==> src/rtl/ann_bram_pkg.sv <==
// rtl/ann_bram_pkg.sv - shared sizes, mode encoding and state type for the neuron weight BRAM sequencer
package ann_bram_pkg;

    localparam int DEF_DEPTH = 28;
    localparam int DEF_AW    = 5;
    localparam int DEF_DW    = 16;

    localparam logic MODE_FETCH = 1'b0;
    localparam logic MODE_LOAD  = 1'b1;

    typedef enum logic [1:0] {
        ST_IDLE  = 2'd0,
        ST_LOAD  = 2'd1,
        ST_FETCH = 2'd2
    } seq_state_e;

endpackage

==> src/rtl/weight_skid_fifo.sv <==
// rtl/weight_skid_fifo.sv - two-entry FIFO holding captured BRAM words for the MAC stream
module weight_skid_fifo #(
    parameter int W = 22
) (
    input  logic         clk,
    input  logic         rst,
    input  logic         push,
    input  logic [W-1:0] push_data,
    input  logic         pop,
    output logic [W-1:0] head_data,
    output logic [1:0]   count
);

    logic [1:0][W-1:0] mem_q, mem_d;
    logic              wr_ptr_q, wr_ptr_d;
    logic              rd_ptr_q, rd_ptr_d;
    logic [1:0]        count_q, count_d;
    logic              do_push, do_pop;

    // A push into a full FIFO is only taken when the head leaves on the same edge.
    assign do_pop  = pop & (count_q != 2'd0);
    assign do_push = push & ((count_q != 2'd2) | do_pop);

    always_comb begin
        mem_d    = mem_q;
        wr_ptr_d = wr_ptr_q ^ do_push;
        rd_ptr_d = rd_ptr_q ^ do_pop;
        count_d  = count_q + 2'(do_push) - 2'(do_pop);
        if (do_push) begin
            mem_d[wr_ptr_q] = push_data;
        end
    end

    always_ff @(posedge clk) begin
        if (rst) begin
            mem_q    <= '0;
            wr_ptr_q <= 1'b0;
            rd_ptr_q <= 1'b0;
            count_q  <= 2'd0;
        end else begin
            mem_q    <= mem_d;
            wr_ptr_q <= wr_ptr_d;
            rd_ptr_q <= rd_ptr_d;
            count_q  <= count_d;
        end
    end

    assign head_data = mem_q[rd_ptr_q];
    assign count     = count_q;

endmodule

==> src/rtl/weight_bram_seq.sv <==
// rtl/weight_bram_seq.sv - loads a neuron weight BRAM from a stream and fetches it back to the MAC
module weight_bram_seq
    import ann_bram_pkg::*;
#(
    parameter int DEPTH = DEF_DEPTH,
    parameter int AW    = DEF_AW,
    parameter int DW    = DEF_DW
) (
    input  logic          CLK,
    input  logic          RST,
    input  logic          START,
    input  logic          MODE,
    input  logic          LD_VALID,
    output logic          LD_READY,
    input  logic [DW-1:0] LD_DATA,
    output logic [AW-1:0] BRAM_ADDR,
    output logic [DW-1:0] BRAM_DI,
    output logic          BRAM_EN,
    output logic          BRAM_WE,
    input  logic [DW-1:0] BRAM_DO,
    output logic          W_VALID,
    input  logic          W_READY,
    output logic [DW-1:0] W_DATA,
    output logic [AW-1:0] W_IDX,
    output logic          W_LAST,
    output logic          BUSY,
    output logic          DONE
);

    localparam int            EW        = DW + AW + 1;
    localparam logic [AW:0]   CNT_DEPTH = (AW+1)'(DEPTH);
    localparam logic [AW:0]   CNT_LAST  = (AW+1)'(DEPTH - 1);
    localparam logic [AW:0]   CNT_ONE   = (AW+1)'(1);
    localparam logic [AW-1:0] ADDR_LAST = AW'(DEPTH - 1);

    seq_state_e    state_q, state_d;
    logic [AW:0]   wr_cnt_q, wr_cnt_d;
    logic [AW:0]   rd_cnt_q, rd_cnt_d;
    logic          bram_en_q, bram_en_d;
    logic          bram_we_q, bram_we_d;
    logic [AW-1:0] bram_addr_q, bram_addr_d;
    logic [DW-1:0] bram_di_q, bram_di_d;
    logic          done_q, done_d;

    logic          ld_hs;
    logic          fifo_push;
    logic          fifo_pop;
    logic [EW-1:0] push_entry;
    logic [EW-1:0] head_entry;
    logic [1:0]    fifo_cnt;
    logic [2:0]    occ_next;

    // A read issued last edge has its data on BRAM_DO now; its address is still on BRAM_ADDR.
    assign fifo_push  = bram_en_q & ~bram_we_q;
    assign push_entry = {bram_addr_q == ADDR_LAST, bram_addr_q, BRAM_DO};

    weight_skid_fifo #(
        .W(EW)
    ) u_fifo (
        .clk       (CLK),
        .rst       (RST),
        .push      (fifo_push),
        .push_data (push_entry),
        .pop       (fifo_pop),
        .head_data (head_entry),
        .count     (fifo_cnt)
    );

    assign W_VALID = (fifo_cnt != 2'd0);
    assign fifo_pop = W_VALID & W_READY;
    assign {W_LAST, W_IDX, W_DATA} = head_entry;

    assign LD_READY = (state_q == ST_LOAD) && (wr_cnt_q < CNT_DEPTH);
    assign ld_hs    = LD_READY & LD_VALID;
    assign BUSY     = (state_q != ST_IDLE);

    // Buffered words plus the read landing now; one more read fits only if this stays <= 1.
    assign occ_next = {1'b0, fifo_cnt} - {2'b00, fifo_pop} + {2'b00, fifo_push};

    always_comb begin
        state_d     = state_q;
        wr_cnt_d    = wr_cnt_q;
        rd_cnt_d    = rd_cnt_q;
        bram_en_d   = 1'b0;
        bram_we_d   = 1'b0;
        bram_addr_d = bram_addr_q;
        bram_di_d   = bram_di_q;
        done_d      = 1'b0;

        case (state_q)
            ST_IDLE: begin
                if (START) begin
                    if (MODE == MODE_LOAD) begin
                        state_d  = ST_LOAD;
                        wr_cnt_d = '0;
                    end else begin
                        state_d     = ST_FETCH;
                        bram_en_d   = 1'b1;
                        bram_addr_d = '0;
                        rd_cnt_d    = CNT_ONE;
                    end
                end
            end

            ST_LOAD: begin
                if (ld_hs) begin
                    bram_en_d   = 1'b1;
                    bram_we_d   = 1'b1;
                    bram_addr_d = wr_cnt_q[AW-1:0];
                    bram_di_d   = LD_DATA;
                    if (wr_cnt_q == CNT_LAST) begin
                        state_d  = ST_IDLE;
                        wr_cnt_d = '0;
                        done_d   = 1'b1;
                    end else begin
                        wr_cnt_d = wr_cnt_q + CNT_ONE;
                    end
                end
            end

            ST_FETCH: begin
                if ((rd_cnt_q < CNT_DEPTH) && (occ_next <= 3'd1)) begin
                    bram_en_d   = 1'b1;
                    bram_addr_d = rd_cnt_q[AW-1:0];
                    rd_cnt_d    = rd_cnt_q + CNT_ONE;
                end
                if (fifo_pop && W_LAST) begin
                    state_d  = ST_IDLE;
                    rd_cnt_d = '0;
                    done_d   = 1'b1;
                end
            end

            default: begin
                state_d = ST_IDLE;
            end
        endcase
    end

    always_ff @(posedge CLK) begin
        if (RST) begin
            state_q     <= ST_IDLE;
            wr_cnt_q    <= '0;
            rd_cnt_q    <= '0;
            bram_en_q   <= 1'b0;
            bram_we_q   <= 1'b0;
            bram_addr_q <= '0;
            bram_di_q   <= '0;
            done_q      <= 1'b0;
        end else begin
            state_q     <= state_d;
            wr_cnt_q    <= wr_cnt_d;
            rd_cnt_q    <= rd_cnt_d;
            bram_en_q   <= bram_en_d;
            bram_we_q   <= bram_we_d;
            bram_addr_q <= bram_addr_d;
            bram_di_q   <= bram_di_d;
            done_q      <= done_d;
        end
    end

    assign BRAM_EN   = bram_en_q;
    assign BRAM_WE   = bram_we_q;
    assign BRAM_ADDR = bram_addr_q;
    assign BRAM_DI   = bram_di_q;
    assign DONE      = done_q;

endmodule
==> config.mk <==
export PLATFORM = sky130hd
export DESIGN_NAME = weight_bram_seq
export DESIGN_NICKNAME = d
export VERILOG_FILES = /design/src/rtl/ann_bram_pkg.sv /design/src/rtl/weight_skid_fifo.sv /design/src/rtl/weight_bram_seq.sv
export SDC_FILE = /design/constraint.sdc
export NUM_CORES = 1
export LEC_CHECK = 0
export CORE_AREA = 3 3 93 95
export DETAILED_ROUTE_END_ITERATION = 7
export DIE_AREA = 0 0 96 98
export HOLD_SLACK_MARGIN = 0.06
export PLACE_DENSITY = 0.78
export SLEW_MARGIN = 10
export SYNTH_ARGS = -nofsm -noshare
export SYNTH_HDL_FRONTEND = slang
export SYNTH_SLANG_ARGS = --single-unit
==> constraint.sdc <==
create_clock -name CLK -period 3.7 [get_ports CLK]
set_clock_uncertainty 0.2 [all_clocks]
set_input_delay 0.74 -clock CLK [delete_from_list [all_inputs] [get_ports CLK]]
set_output_delay 0.74 -clock CLK [all_outputs]
set_load 0.03 [all_outputs]
==> flow_summary.ini <==
[layout]
drive_above_1_share_pct = 11.6
diodes = 0
area_delta_synth_final_pct = 28.4
fin_nets = 536

[worst_setup_path]
cp-end-kind = flip-flop
cp.required_ns = 3.72
cp-start-kind = input port
path_class = input port to flip-flop
arrival_ns = 3.31
crit_fanout = 4

[detailed_routing]
post-route-drc-count = 0
dr_wl_met3_um = 640
drtAntennaViolNets = 0
drt_iter0_markers = 95
dr_total_vias = 3190
wl_mm = 8.82
drtPass1Iterations = 4
highest_layer = met4
met1Wirelength_mm = 3.88
routedWlPerCell_um = 14.9
route.met2.wl_mm = 4.27
post_drt_via_cell_ratio = 5.38

[yosys]
syn-num-nets = 462
ys_ff_latch = 86
synth_edf_count = 0
synth.distinct_cells = 54
synth_top_area_share_pct = 43.9
netlist_area_um2 = 3920
seq_area_frac_synth_pct = 43.9
yosys_warnings = 0
synthFlopType = dfxtp_1
yosysMostFrequentCell = dfxtp_1
synth_area_leaders = dfxtp_1 (44%), mux2i_1 (11%), mux2_2 (6.3%)
ys_async_sr_fraction_pct = 0
yosysTopAreaCell = dfxtp_1
synth_commonest_cells = dfxtp_1 (86), nor2_1 (51), mux2i_1 (45), nand2_1 (40)
synth.avg_cell_area_um2 = 9.51
synthCells = 412

[cts]
cts_root_buf = clkbuf_8
clockBufferDepth = 2
htreeDepth = 3
hold_buffers = 0
cts_made_buffers = 9
post_cts_buffers = 0
cts.sinks = 86
insertion_delay_ns = 0.35
cts_tree = yes
clkTransAtPathRegs_ns = 0.09
ctsResizeCount = 0

[global_route]
grt_max_degree = 52
grt_pass1_wl_mm = 14.4
grt.overflow.total = 0
antenna_found_initial = 0
gr-usage-all-layers_pct = 18.9
grt_pass1_vias = 3116

[status]
status = finished clean

[placement]
gp_congestion = 0.822
place_hpwl_mm = 6.20
io_buffers = 86

[power_and_ir_drop]
p_leak_nw = 1.79
powerDensity_nw_per_um2 = 515
irDropWorstVdd_mv = 0.239

[sta]
timing.final.max_slew_violations = 0
fin_crit_ns = 3.29
setup_tns_ns = 0
relSlewSlack_pct = 43.8
timing.fmax_mhz = 304
post-route-period-util_pct = 89.0
hold_ws_ns = 0.256
hold_violations = 0
setup_viol = 0
tightest_slew_ns = 0.842
rsz0062_at_grt = false

[floorplan]
rows = 32
die_area_um2 = 9410
die_h_um = 98
initial_utilization_pct = 50.2
die_w_um = 96
ios = 87
core_area_um2 = 7810

[flow_run]
maxCapViolations = 0

[min_path]
hold_path.class = flip-flop to flip-flop
## cells by family (layout without fill, tap and decap cells)
group	count (synthesis)	in the layout	synth area share, %
buf+inv	45	124	5.11
xor+xnor	5	5	1.12
simple gates	130	130	15.1
compound gates	67	67	12.8
flops	86	86	43.9
mux	67	67	17.8
fa+ha+maj	12	12	4.02
## worst paths after layout
check	from	end	slack [ns]	cells after the start
max	W_READY	rd_cnt_q[2]	0.41	12
min	BRAM_DI[15]	BRAM_DI[15]	0.26	2
min reg2reg	BRAM_DI[15]	BRAM_DI[15]	0.26	2
max reg2reg	u_fifo.count[1]	rd_cnt_q[2]	0.82	11
## power breakdown
| part | switching, W | leakage [nW] | internal (W) |
|---|---|---|---|
| Clock | 0.000338 | 0.111 | 0.000384 |
| Combinational | 0.000471 | 0.984 | 0.000355 |
| Sequential | 0.0000502 | 0.696 | 0.000995 |
## registers in the layout (all words and copies together) (netlist names)
signal	cells
BRAM_ADDR	5
u_fifo.rd_ptr_q	1
u_fifo.wr_ptr_q	1
BRAM_DI	16
DONE	1
u_fifo.count	2
state_q	2
rd_cnt_q	6
wr_cnt_q	6
u_fifo.mem_q	44
BRAM_EN	1
BRAM_WE	1
## worst max-delay path: stages
cell	delay, ns
clkdlybuf4s50_1	0.51
o21a_1	0.16
ha_1	0.23
inv_1	0.08
ha_1	0.14
inv_1	0.04
fa_1	0.47
and3b_1	0.20
nand3_1	0.16
buf_4	0.20
a221oi_1	0.27
o32ai_1	0.11
## layout make-up
class	count	area (um^2)
multi-input cells	281	2000
repair buffers	93	908
clock buffers	9	124
well taps	102	128
flip-flops and latches	86	1720
inverters	15	56.3
fillers	653	2780
clock inverters	7	97.6
## per-stage QoR
stage	power (W)	utilization, %	setup slack, ns	cell area, um^2	cells
global placement	0.00187	61.6	0.175	4810	577
global route	0.00273	64.4	0.290	5030	593
CTS	0.00262	64.4	0.441	5030	593
finish	0.00259	64.4	0.408	5030	593
detailed placement	0.00189	61.6	0.0551	4810	577
floorplan	0.00163	-	0.597	3920	412
## layout by cell type (no fill, tap or decap), types with 6 or more instances in the layout
cell / instances
ha_1: 11
mux2i_1: 45
o41ai_1: 6
buf_4: 7
clkdlybuf4s50_1: 85
clkbuf_8: 9
mux2_2: 22
nand3_1: 13
inv_1: 15
nand2_1: 40
dfxtp_1: 86
nor2_1: 51
a21oi_1: 22
## layer usage
metal / global-route usage (%) / vias to the layer above
met5: 0 / -
li1: - / 1581
met2: 31.1 / 87
met3: 6.32 / 4
met4: 3.39 / 0
met1: 24.0 / 1518
No activity file was read; power rests on OpenSTA's default activity.
